File: config.mk
export PLATFORM = sky130hd
export DESIGN_NAME = alu8_seq32
export DESIGN_NICKNAME = d
export VERILOG_FILES = /design/src/rtl/alu8_seq32.sv
export SDC_FILE = /design/constraint.sdc
export NUM_CORES = 1
export LEC_CHECK = 0
export CORE_MARGIN = 10
export CORE_UTILIZATION = 25
export CTS_BUF_LIST = sky130_fd_sc_hd__clkbuf_4 sky130_fd_sc_hd__clkbuf_8
export DETAILED_ROUTE_END_ITERATION = 6
export PLACE_DENSITY = 0.48
export SLEW_MARGIN = 20
export SYNTH_ARGS = -nofsm -noshare
export SYNTH_HDL_FRONTEND = slang
export SYNTH_SLANG_ARGS = --single-unit
export TNS_END_PERCENT = 100
File: constraint.sdc
create_clock -name clk -period 3 [get_ports clk]
set_input_delay 0.45 -clock clk [delete_from_list [all_inputs] [get_ports clk]]
set_output_delay 0.45 -clock clk [all_outputs]
set_load 0.01 [all_outputs]
File: src/rtl/alu8_seq32.sv
// Byte-serial sequencer around the combinational alu8: runs one W-bit ADD/SUB/AND/OR
// as BYTES LSB-first slices, chaining status. Optional zero flag: ALU8_SEQ_ZERO_FLAG_EN.
module alu8_seq32 #(
    parameter int BYTES = 4
) (
    input  logic                 clk,
    input  logic                 rst_n,
    input  logic                 start,
    input  logic [1:0]           op,
    input  logic [8*BYTES-1:0]   a,
    input  logic [8*BYTES-1:0]   b,
    output logic                 busy,
    output logic                 done,
    output logic [8*BYTES-1:0]   y,
    output logic                 carry_out,
`ifdef ALU8_SEQ_ZERO_FLAG_EN
    output logic                 zero,
`endif
    output logic [1:0]           state_dbg,
    output logic [7:0]           alu_left,
    output logic [7:0]           alu_right,
    output logic                 alu_status_in,
    output logic [1:0]           alu_opcode,
    input  logic                 alu_status_out,
    input  logic [7:0]           alu_result
);

    localparam int W  = 8 * BYTES;
    localparam int IW = (BYTES > 1) ? $clog2(BYTES) : 1;
    localparam logic [IW-1:0] LAST = IW'(BYTES - 1);

    typedef enum logic [1:0] {
        S_IDLE = 2'd0,
        S_RUN  = 2'd1,
        S_DONE = 2'd2
    } state_t;

    state_t        state, state_nxt;
    logic [W-1:0]  a_q, b_q;
    logic [1:0]    op_q;
    logic [IW-1:0] idx;
    logic          chain;
    logic          accept;
    logic [W-1:0]  y_final;

    // Handshake: start is accepted on a rising edge whenever busy is low (IDLE or DONE);
    // busy is high exactly while slices run; done is a single-cycle pulse after which y
    // and carry_out are valid and held until the next accepted start. Start while busy is dropped.
    assign accept    = start && (state != S_RUN);
    assign state_dbg = state;
    assign y_final   = {alu_result, y[W-9:0]};

    always_ff @(posedge clk or negedge rst_n) begin
        if (!rst_n) state <= S_IDLE;
        else        state <= state_nxt;
    end

    always_comb begin
        state_nxt     = state;
        busy          = 1'b0;
        done          = 1'b0;
        alu_left      = 8'd0;
        alu_right     = 8'd0;
        alu_status_in = 1'b0;
        alu_opcode    = 2'd0;
        case (state)
            S_IDLE: begin
                if (start) state_nxt = S_RUN;
            end
            S_RUN: begin
                busy          = 1'b1;
                alu_left      = a_q[8*idx +: 8];
                alu_right     = b_q[8*idx +: 8];
                alu_status_in = chain;
                alu_opcode    = op_q;
                if (idx == LAST) state_nxt = S_DONE;
            end
            S_DONE: begin
                done      = 1'b1;
                state_nxt = start ? S_RUN : S_IDLE;
            end
            default: state_nxt = S_IDLE;
        endcase
    end

    always_ff @(posedge clk or negedge rst_n) begin
        if (!rst_n) begin
            a_q       <= '0;
            b_q       <= '0;
            op_q      <= 2'd0;
            idx       <= '0;
            chain     <= 1'b0;
            y         <= '0;
            carry_out <= 1'b0;
`ifdef ALU8_SEQ_ZERO_FLAG_EN
            zero      <= 1'b0;
`endif
        end else if (accept) begin
            a_q   <= a;
            b_q   <= b;
            op_q  <= op;
            idx   <= '0;
            chain <= 1'b0;
        end else if (state == S_RUN) begin
            y[8*idx +: 8] <= alu_result;
            chain         <= alu_status_out;
            idx           <= idx + 1'b1;
            if (idx == LAST) begin
                // Logic ops may report anything on status_out; only arithmetic carries out.
                carry_out <= op_q[1] ? 1'b0 : alu_status_out;
`ifdef ALU8_SEQ_ZERO_FLAG_EN
                zero      <= (y_final == '0);
`endif
                idx       <= '0;
            end
        end
    end

`ifndef ALU8_SEQ_ZERO_FLAG_EN
    logic unused_y_final;
    assign unused_y_final = ^y_final;
`endif

endmodule

==> run summary, run 1 <==
• 159 µm — DIE WIDTH
• 16 — CP Max Fanout
• nand2b_4, inv_1, nand2_2, o22ai_1, clkdlybuf4s50_1 — worst path cell trace
• 0 — final count of hold timing violations
• 3,254 — overall via count from detail_route
• false — unrepaired setup endpoints after global routing
• sky130_fd_sc_hd__dfrtp_1 — main flop type after synthesis
• 25.2% — mux contribution to synthesized area
• 132 x sky130_fd_sc_hd__clkdlybuf4s50_1, 103 x sky130_fd_sc_hd__dfrtp_1, 65 x sky130_fd_sc_hd__nand2_1 — most frequent cells in the layout
• 1.56% — adder-cell area share of the yosys netlist
• multiplexers — combinational family with the most area after synthesis
• 0 — ANT nets after route
• 50 — Site Rows
• 134 — ports placed on the boundary
• 3 — H-Tree Depth
• 0 — count of maximum capacitance violations
• 3,541 — number of global-route vias before repair
• 4 — length of the first detailed-routing pass in iterations
• 372 — Cells after Synth
• 2030 µm² — area of the multi-input gates
• y[20] — worst reg2reg path endpoint
• 100% — proportion of synthesized flip-flops having asynchronous set or reset
• built — clock tree from TritonCTS
• y[7] — critical hold path startpoint
• 6 — number of cells on the worst reg-to-reg path
• sky130_fd_sc_hd__clkdlybuf4s50_1 — commonest non-fill, non-tap cell in the layout
• 159 µm — die height
• 0.59 ns — CP max stage delay
• 10.3% — GRT Util Overall
• 17.2 µm — average routed wire per standard cell
• 20,800 µm — wire length of the first global-routing pass
• 9.16% — Post-Synth Simple-Gate Area
• 2 — number of buffers and inverters on the critical path
• 2.77 ns — Tmin final
• 2.55 ns — required time worst endpoint
• 0 ns — Setup TNS
• sky130_fd_sc_hd__clkbuf_8 — clock tree root buffer cell
• sky130_fd_sc_hd__clkdlybuf4s50_1 — CP max stage cell
• 4820 µm² — Netlist Area Pre-Place
• 1 — initial antenna violation count
• 0.733 — routability-driven placement congestion ratio
• 0 — Antenna Cells
• 0.458 mV — worst supply voltage drop on vdd
• flip-flop to primary output — critical setup path kind
• 4.25 — vias per inst
• 75 — largest net degree at the start of global routing
• flip-flop — CP startpoint kind
• 126 — 1st-iter DRT viols
• 1030 nW/µm² — Power Dens Cells
• 2 — buffers from clock root to sink, at most
• 589 — number of nets in the final layout
• y[7] — hold path endpoint
• 0 — post-route DRC violation count
• 2 — instance count along the most critical hold path
• 0.00817 ns — Post-Route Skew
• 25.6% — initial standard-cell utilization of the core
• 6.15% — fraction of the mapped netlist area in compound gates
• 361 MHz — Achievable Freq
• 9840 µm — Detailed Place HPWL
• 456 — net count after synthesis
• 35.0% — share of the core filled with cells in the final layout
• 36.7% — Syn-to-layout area delta
• 26 — post-synthesis cell type count
• 0% — fraction of synthesized cell area in xor and xnor cells
• 13,200 µm — final routed wirelength across all metal layers
• 56.8% — worst max-slew margin expressed relative to the limit
• 0.38 ns — later-pin clock latency in the skew report
• flip-flop to flip-flop — classification of the worst-slack hold path
• 2.32 ns — arrival time of the worst setup path
• 1,854 — final-layout fill cell count
• idx[0] — start of the worst register-to-register path
• 104 — flip-flop and latch count after synthesis
• 18.8% — share of post-route cells with drive strength above 1
• 0 — total overflow reported by the global router
• 0 — number of failing setup endpoints in the final timing report
• 13.0 µm² — mean cell area of the mapped netlist
• 25,200 µm² — area of the die
• 0 — EDFF count, synth
• 18,800 µm² — Floorplan Core Area
• 54.0% — sequential fraction of the synthesis area
• complete, no violations — run status
• 104 — Sink Count
• 2.81 nW — leakage component of the power
• 2600 µm² — FF/Latch Area
• 0.09 ns — Clock Pin Slew Worst Setup and Hold Paths
• 0.59 ns — Reg2Reg Setup Slack
• 92.4% — final period utilization
• 0 — Slew Viols, Final
• 133 — input/output buffers
• primary output — element type at the critical path end
• 9 — number of buffers added by the clock tree synthesis step
• 0 — number of warnings reported in the yosys synthesis log
• buffers and inverters — CP top delay family
• 0.647 ns — Least-Margin Pin Slew
-- cells in the mapped netlist (2+ instances only) --
library cell	count	area share (%)
sky130_fd_sc_hd__nand3_1	3	0.31
sky130_fd_sc_hd__inv_1	5	0.39
sky130_fd_sc_hd__buf_12	4	1.7
sky130_fd_sc_hd__mux2_2	26	6.1
sky130_fd_sc_hd__o22ai_1	17	2.2
sky130_fd_sc_hd__buf_2	4	0.42
sky130_fd_sc_hd__and2_1	4	0.52
sky130_fd_sc_hd__nor4b_4	2	0.99
sky130_fd_sc_hd__mux2_4	40	12
sky130_fd_sc_hd__ha_1	6	1.6
sky130_fd_sc_hd__buf_4	6	0.93
sky130_fd_sc_hd__mux2i_1	32	6.6
sky130_fd_sc_hd__clkbuf_1	4	0.31
sky130_fd_sc_hd__nand3b_1	4	0.62
sky130_fd_sc_hd__o21ai_0	32	3.3
sky130_fd_sc_hd__nand2_1	67	5.2
sky130_fd_sc_hd__o31ai_1	4	0.62
sky130_fd_sc_hd__dfrtp_1	104	54
-- metrics by stage --
stage	cells	instance area, µm²	hold WS, ns	worst slack, ns	power (mW)
detailed placement	752	6400	0.472	0.379	6.06
global route	766	6590	0.480	0.0827	7.27
global placement	752	6400	0.467	0.440	6.02
finish	766	6590	0.488	0.228	6.76
CTS	764	6560	0.238	0.188	6.90
floorplan	372	4820	0.154	0.963	4.60
-- power by group --
group / total (mW) / leakage, nW / internal (mW) / switching [mW]
Combinational: 3.46 / 1.45 / 1.97 / 1.49
Sequential: 2.52 / 1.29 / 2.08 / 0.436
Clock: 0.782 / 0.0766 / 0.317 / 0.466
Total: 6.76 / 2.81 / 4.37 / 2.40
-- kinds of logic after synthesis --
logic type / Yosys count
simple gates: 87
fa+ha+maj: 6
flops: 104
mux: 98
buf+inv: 24
compound gates: 53
-- registers in the layout, summed over array words and instances, names as in the netlist --
name / cells
carry_out: 1
state_dbg: 2
idx: 2
op_q: 2
chain: 1
y: 32
a_q: 32
b_q: 32
-- layout make-up --
type	instances	area share, %
clock buffers	11	2.20
clock inverters	1	0.114
inverters	5	0.285
multi-input cells	244	30.8
flip-flops and latches	104	39.5
well taps	260	4.93
repair buffers	141	22.2
-- metal layers --
metal / global-route usage, % / up-vias / wire length (µm)
met3: 5.37 / 11 / 1230
met5: 0 / - / 0
met1: 13.2 / 1570 / 6230
met2: 14.9 / 113 / 5580
li1: - / 1560 / -
met4: 2.91 / 0 / 134
-- worst max-delay path by stage --
stage	start	to	slack, ns	depth (start not counted)
after global routing	state_dbg[0]	alu_left[6]	0.08	5
after floorplan	idx[0]	y[24]	0.96	8
after detailed placement	state_dbg[0]	alu_left[6]	0.38	5
after CTS	state_dbg[0]	alu_left[6]	0.19	5
final	state_dbg[0]	alu_left[6]	0.23	5
after global placement	state_dbg[0]	alu_left[4]	0.44	5
-- worst min-delay path, cell delays in order (launching register included) --
cell and delay, ns:
sky130_fd_sc_hd__dfrtp_1 0.35, sky130_fd_sc_hd__nand2_1 0.05, sky130_fd_sc_hd__o21ai_0 0.06
-- what timing repair did --
action | 4_1_cts | 5_1_grt
hold buffers | 0 | 1
buffers inserted | 0 | 0
setup endpoints to repair | 11 | 0
hold endpoints to repair | 0 | 19
resized for setup | 2 | 0
No activity file was read; power rests on OpenSTA's default activity.
==> run 2, diff against run 1 <==
--- a/config.mk
+++ b/config.mk
@@ -6,10 +6,11 @@
 export NUM_CORES = 1
 export LEC_CHECK = 0
+export CELL_PAD_IN_SITES_DETAIL_PLACEMENT = 1
+export CELL_PAD_IN_SITES_GLOBAL_PLACEMENT = 1
 export CORE_MARGIN = 10
 export CORE_UTILIZATION = 25
 export CTS_BUF_LIST = sky130_fd_sc_hd__clkbuf_4 sky130_fd_sc_hd__clkbuf_8
 export DETAILED_ROUTE_END_ITERATION = 6
-export PLACE_DENSITY = 0.48
-export SLEW_MARGIN = 20
+export PLACE_DENSITY = 0.58
 export SYNTH_ARGS = -nofsm -noshare
 export SYNTH_HDL_FRONTEND = slang
==> constraint.sdc (replaced) <==
create_clock -name clk -period 3 [get_ports clk]
set_input_delay 0.45 -clock clk [delete_from_list [all_inputs] [get_ports clk]]
set_output_delay 0.45 -clock clk [all_outputs]
set_load 0.02 [all_outputs]
==> run 2 against run 1 <==
  * Setup slack improved by 0.041 ns
  * Critical path depth is 1 lower
  * Maximum frequency increased by 1.5%
  * Core utilization rose by 0.53 points
==> run summary, run 2 (synthesis gave the netlist of run 1 again) <==
• 2,027 — final-layout fill cell count
• 159 µm — die height
• 3.02 nW — leakage component of the power
• input port to async pin — classification of the worst-slack hold path
• built — clock tree from TritonCTS
• 0 — Slew Viols, Final
• 38.8% — Syn-to-layout area delta
• 9 — number of buffers added by the clock tree synthesis step
• sky130_fd_sc_hd__clkbuf_8 — clock tree root buffer cell
• false — unrepaired setup endpoints after global routing
• 1100 nW/µm² — Power Dens Cells
• 133 — input/output buffers
• 3,662 — number of global-route vias before repair
• 25,200 µm² — area of the die
• 366 MHz — Achievable Freq
• 2.28 ns — arrival time of the worst setup path
• 134 — ports placed on the boundary
• 2.73 ns — Tmin final
• sky130_fd_sc_hd__clkdlybuf4s50_1 — commonest non-fill, non-tap cell in the layout
• 0.600 mV — worst supply voltage drop on vdd
• 0 — hold-fix buffers at CTS
• 2 — number of buffers and inverters on the critical path
• 0.09 ns — Clock Pin Slew Worst Setup and Hold Paths
• 771 — fin cells
• 0.762 — routability-driven placement congestion ratio
• 4.27 — vias per inst
• 18.0 µm — average routed wire per standard cell
• 159 µm — DIE WIDTH
• primary output — element type at the critical path end
• 0 — buffer count from post-CTS setup fixing
• 0 — post-route DRC violation count
• 0.815 ns — Least-Margin Pin Slew
• 0.38 ns — later-pin clock latency in the skew report
• 45.7% — worst max-slew margin expressed relative to the limit
• 755 — number of instances in the placed design
• 0.67 ns — CP max stage delay
• flip-flop — CP startpoint kind
• buf_4, mux2i_1, o22ai_1, clkdlybuf4s50_1 — worst path cell trace
• 13,900 µm — final routed wirelength across all metal layers
• complete, no violations — run status
• 0 — total overflow reported by the global router
• 22,100 µm — wire length of the first global-routing pass
• 6 — number of cells on the worst reg-to-reg path
• 3,296 — overall via count from detail_route
• 106 — 1st-iter DRT viols
• 120 x sky130_fd_sc_hd__clkdlybuf4s50_1, 102 x sky130_fd_sc_hd__dfrtp_1, 66 x sky130_fd_sc_hd__nand2_1 — most frequent cells in the layout
• buffers and inverters — CP top delay family
• 11.0% — GRT Util Overall
• 0 — count of maximum capacitance violations
• 19 — CP Max Fanout
• 50 — Site Rows
• 0 — final count of hold timing violations
• 104 — Sink Count
• 18,800 µm² — Floorplan Core Area
• 60 — largest net degree at the start of global routing
• 2 — buffers from clock root to sink, at most
• 0.00947 ns — Post-Route Skew
• 0 — ANT nets after route
• 590 — number of nets in the final layout
• 91.0% — final period utilization
• 0 — Antenna Cells
• 19.8% — share of post-route cells with drive strength above 1
• sky130_fd_sc_hd__dfrtp_4 — CP max stage cell
• 0 ns — Setup TNS
• 25.6% — initial standard-cell utilization of the core
• 0 — number of failing setup endpoints in the final timing report
• 2.55 ns — required time worst endpoint
• 4 — cell count along the critical path
• 3 — H-Tree Depth
• 10,500 µm — Detailed Place HPWL
• flip-flop to primary output — critical setup path kind
• a_q x32, b_q x32, y x32 — registers with the highest flip-flop counts
• 0 — initial antenna violation count
• 5 — length of the first detailed-routing pass in iterations
run 2: worst register-to-register path: cells and delay by family, from the launching register on:
kind,cells,cell delay (ns)
buffers and inverters,2,0.37
DFF,1,0.67
adders and majority gates,1,0.50
and+or+nand+nor,2,0.57
AOI/OAI and AO/OA,1,0.16
run 2: cell type report:
cell class                      instances  area [µm²]  share of cell area (%)
Clock buffer                           11         145                    2.17
Clock inverter                          5         104                    1.55
Inverter                                5        18.8                   0.280
Multi-Input combinational cell        244        2030                    30.3
Sequential cell                       104        2610                    39.0
Tap cell                              260         325                    4.86
Timing Repair Buffer                  142        1460                    21.9
run 2: path summary, 6_finish.rpt:
kind / slack [ns] / endpoint / startpoint
worst min-delay path: 0.13 / y[25] / rst_n
worst min register to register: 0.49 / y[20] / y[20]
worst max register to register: 0.64 / y[16] / idx[0]
min in group clk: 0.49 / y[20] / y[20]
worst max-delay path: 0.27 / alu_right[0] / idx[0]
max in group asynchronous: 2.09 / b_q[15] / rst_n
run 2: power by group:
part,switching [mW],internal [mW],total [mW]
sequential,0.463,2.09,2.55
combinational,1.82,1.94,3.76
clock,0.497,0.587,1.08
total,2.78,4.61,7.39
run 2: routing by layer:
metal	track usage [%]	routed length (µm)	vias to the layer above	share of wire (%)
li1	-	-	1556	-
met1	14.0	6400	1630	46
met2	16.6	6300	108	45
met3	5.50	1160	2	8.3
met4	2.02	27	0	0.19
met5	0	0	-	0
run 2: timing repair:
action | CTS | global route
setup endpoints to repair | 16 | 12
pin swaps | 0 | 0
gates resized for setup | 1 | 14
hold endpoints to repair | 0 | 0
run 2: through the flow:
step                      setup WS (ns)  util, %  area, µm²  power (mW)  hold WS [ns]
after floorplan                   0.963        -       4820        4.92         0.154
after global placement            0.413     34.0       6410        6.34         0.466
after detailed placement          0.347     34.0       6410        6.43         0.474
after CTS                        0.0128     35.4       6660        7.56         0.159
after global routing              0.115     35.5       6690        7.91         0.172
final                             0.269     35.5       6690        7.39         0.128
==> run 3, diff against run 2 <==
Settings changed: ABC_AREA from default to 1, PLACE_DENSITY 0.58 to 0.62.
==> run 3 against run 2 <==
  * Maximum frequency increased by 3.1%
  * First-iteration DRC count increased by 86%
  * Combinational power increased by 4%
  * Setup slack improved by 0.081 ns
  * Largest power group unchanged
==> run summary, run 3 <==
• complete, no violations — run status
• 0 — initial antenna violation count
• 44.7% — switching share of power
• 0.488 mV — worst supply voltage drop on vdd
• 0 — Slew Viols, Final
• 104 — flip-flop and latch count after synthesis
• sky130_fd_sc_hd__dfrtp_1 — leading area contributor after synthesis
• 63 — largest net degree at the start of global routing
• 15,900 µm — final routed wirelength across all metal layers
• 160 µm — DIE WIDTH
• 0 — number of warnings reported in the yosys synthesis log
• flip-flop to primary output — critical setup path kind
• 825 — number of nets in the final layout
• 0 ns — Setup TNS
• 0 — hold-fix buffers at CTS
• primary output — element type at the critical path end
• 3 — H-Tree Depth
• 25,600 µm² — area of the die
• 54.7% — Combinational Power Share
• sky130_fd_sc_hd__dfrtp_1 — main flop type after synthesis
• 12.9% — Clock power frac
• 6680 µm² — final std cell area, no fill
• 32.3% — fraction of power consumed by sequential logic
• 3.31 nW — leakage component of the power
• 0.10 ns — Clock Pin Slew Worst Setup and Hold Paths
• sky130_fd_sc_hd__clkbuf_8 — clock tree root buffer cell
• 6.43% — share of post-route cells with drive strength above 1
• a_q x32, b_q x32, y x32 — registers with the highest flip-flop counts
• 25 — CP Max Fanout
• 2.20 ns — arrival time of the worst setup path
• flip-flop — CP startpoint kind
• 51 — Site Rows
• 4900 µm² — Netlist Area Pre-Place
• sky130_fd_sc_hd__nand2_1 — most frequent cell after synthesis
• 133 — input/output buffers
• 1070 nW/µm² — Power Dens Cells
• 0 — ANT nets after route
• 0.825 ns — Least-Margin Pin Slew
• 4 — length of the first detailed-routing pass in iterations
• 12,200 µm — Detailed Place HPWL
• 700 — net count after synthesis
• 100% — proportion of synthesized flip-flops having asynchronous set or reset
• sky130_fd_sc_hd__dfrtp_1 53%, sky130_fd_sc_hd__nand2_1 13%, sky130_fd_sc_hd__a21oi_1 7.4% — top cells by area, synth
• 134 — ports placed on the boundary
• built — clock tree from TritonCTS
• 9 — number of buffers added by the clock tree synthesis step
• 0 — cts repair resizes
• 176 x sky130_fd_sc_hd__nand2_1, 104 x sky130_fd_sc_hd__dfrtp_1, 84 x sky130_fd_sc_hd__nor2_1 — Synth top cells by count
• 20 — post-synthesis cell type count
• 3.95 mW — internal power contribution
• 19,400 µm² — Floorplan Core Area
• 0 — buffer count from post-CTS setup fixing
• 15.7 µm — average routed wire per standard cell
• 0 — number of failing setup endpoints in the final timing report
• 0.350 ns — minimum setup slack in the final design
• 4.32 — vias per inst
• 4,708 — number of global-route vias before repair
• 53.1% — share of the synthesized area in the top cell type
• 25,400 µm — wire length of the first global-routing pass
• 3.19 mW — Sw Pwr
• 0.00721 ns — Post-Route Skew
• 2 — buffers from clock root to sink, at most
• 25.3% — initial standard-cell utilization of the core
• 616 — Cells after Synth
• 34.4% — share of the core filled with cells in the final layout
• 2.65 ns — Tmin final
• 45.0% — worst max-slew margin expressed relative to the limit
• 160 µm — die height
• 0.754 ns — setup slack after placement
• 0 — final count of hold timing violations
• 53.1% — sequential fraction of the synthesis area
• 0 — total overflow reported by the global router
• input port to async pin — classification of the worst-slack hold path
• 6470 µm² — instance area after placement
• 0 — EDFF count, synth
• 0 — post-route DRC violation count
• 2,375 — final-layout fill cell count
• 7.96 µm² — mean cell area of the mapped netlist
• 2.55 ns — required time worst endpoint
• 377 MHz — Achievable Freq
• 1790 µm² — area of the multi-input gates
• sky130_fd_sc_hd__nand2_1 — commonest non-fill, non-tap cell in the layout
• 197 — 1st-iter DRT viols
• 4,367 — overall via count from detail_route
• 176 x sky130_fd_sc_hd__nand2_1, 132 x sky130_fd_sc_hd__clkdlybuf4s50_1, 104 x sky130_fd_sc_hd__dfrtp_1 — most frequent cells in the layout
• 88.3% — final period utilization
• 0 — Antenna Cells
• 2600 µm² — FF/Latch Area
• 0 — count of maximum capacitance violations
• 104 — Sink Count
• 12.3% — GRT Util Overall
• 0.806 — routability-driven placement congestion ratio
• false — unrepaired setup endpoints after global routing
• 0.39 ns — later-pin clock latency in the skew report
• 36.2% — Syn-to-layout area delta
==> run 3: changes by cell type in the layout (fill, tap and decap cells not counted), moves of 15 or more <==
cell,previous run,this run
sky130_fd_sc_hd__inv_1,5,81
sky130_fd_sc_hd__mux2_2,26,0
sky130_fd_sc_hd__mux2i_1,32,0
sky130_fd_sc_hd__nand3_1,3,37
sky130_fd_sc_hd__nor2_1,0,84
sky130_fd_sc_hd__mux2_4,40,0
sky130_fd_sc_hd__nand2_1,66,176
sky130_fd_sc_hd__a21oi_1,0,72
sky130_fd_sc_hd__o22ai_1,17,2
sky130_fd_sc_hd__o21ai_0,32,3
==> run 3: stage by stage <==
stage,std cells,power (mW),hold slack [ns]
final,1011,7.14,0.149
after global routing,1011,7.75,0.202
after CTS,1011,7.29,0.175
after detailed placement,995,6.32,0.467
after global placement,995,6.21,0.463
after floorplan,616,4.67,0.154
==> run 3: worst paths after layout <==
path                              start           to  slack [ns]  cells after the start
setup / recovery           state_dbg[0]  alu_left[7]        0.35                      3
hold / removal                    rst_n         y[3]        0.15                      1
setup reg to reg                 idx[1]         y[6]        0.77                      8
hold reg to reg                   y[15]        y[15]        0.49                      2
max in group asynchronous         rst_n      b_q[21]        2.00                      2
min in group clk                  y[15]        y[15]        0.49                      2
==> run 3: power by group through the flow <==
stage,clock (mW),sequential (mW),combinational (mW)
finish,0.925,2.31,3.91
global route,1.03,2.38,4.35
CTS,0.967,2.32,4.00
detailed placement,0,2.35,3.97
global placement,0,2.32,3.89
floorplan,0,2.52,2.15
==> run 3: final cells by class <==
class,instances,area share (%)
Tap cell,265,4.97
Clock inverter,7,1.22
Clock buffer,9,1.85
Multi-Input combinational cell,398,26.8
Inverter,85,4.78
Sequential cell,104,39.0
Timing Repair Buffer,143,21.4
==> run 3: worst max-delay path, stage by stage, from the launching register on <==
cell and delay (ns):
sky130_fd_sc_hd__dfrtp_1 0.57, sky130_fd_sc_hd__nand2_4 0.26, sky130_fd_sc_hd__a21oi_1 0.30, sky130_fd_sc_hd__clkdlybuf4s50_1 0.66
==> run 3: metal layers <==
metal / vias up / global-route usage, % / part of all wire [%]
met5: - / 0 / 0
met4: 0 / 4.63 / 1.7
met3: 15 / 3.70 / 5.8
met2: 107 / 18.8 / 45
met1: 2118 / 16.1 / 48
li1: 2127 / - / -
==> run 3: cells by family (layout without fill, tap and decap cells) <==
| kind of cell | Yosys count | in the layout | synth area share (%) |
|---|---|---|---|
| AND/OR/NAND/NOR | 305 | 305 | 25.3 |
| adder cells (fa/ha/maj) | 6 | 6 | 1.53 |
| AO/OA/AOI/OAI | 87 | 87 | 9.70 |
| buffers and inverters | 114 | 244 | 10.4 |
| flip-flops | 104 | 104 | 53.1 |
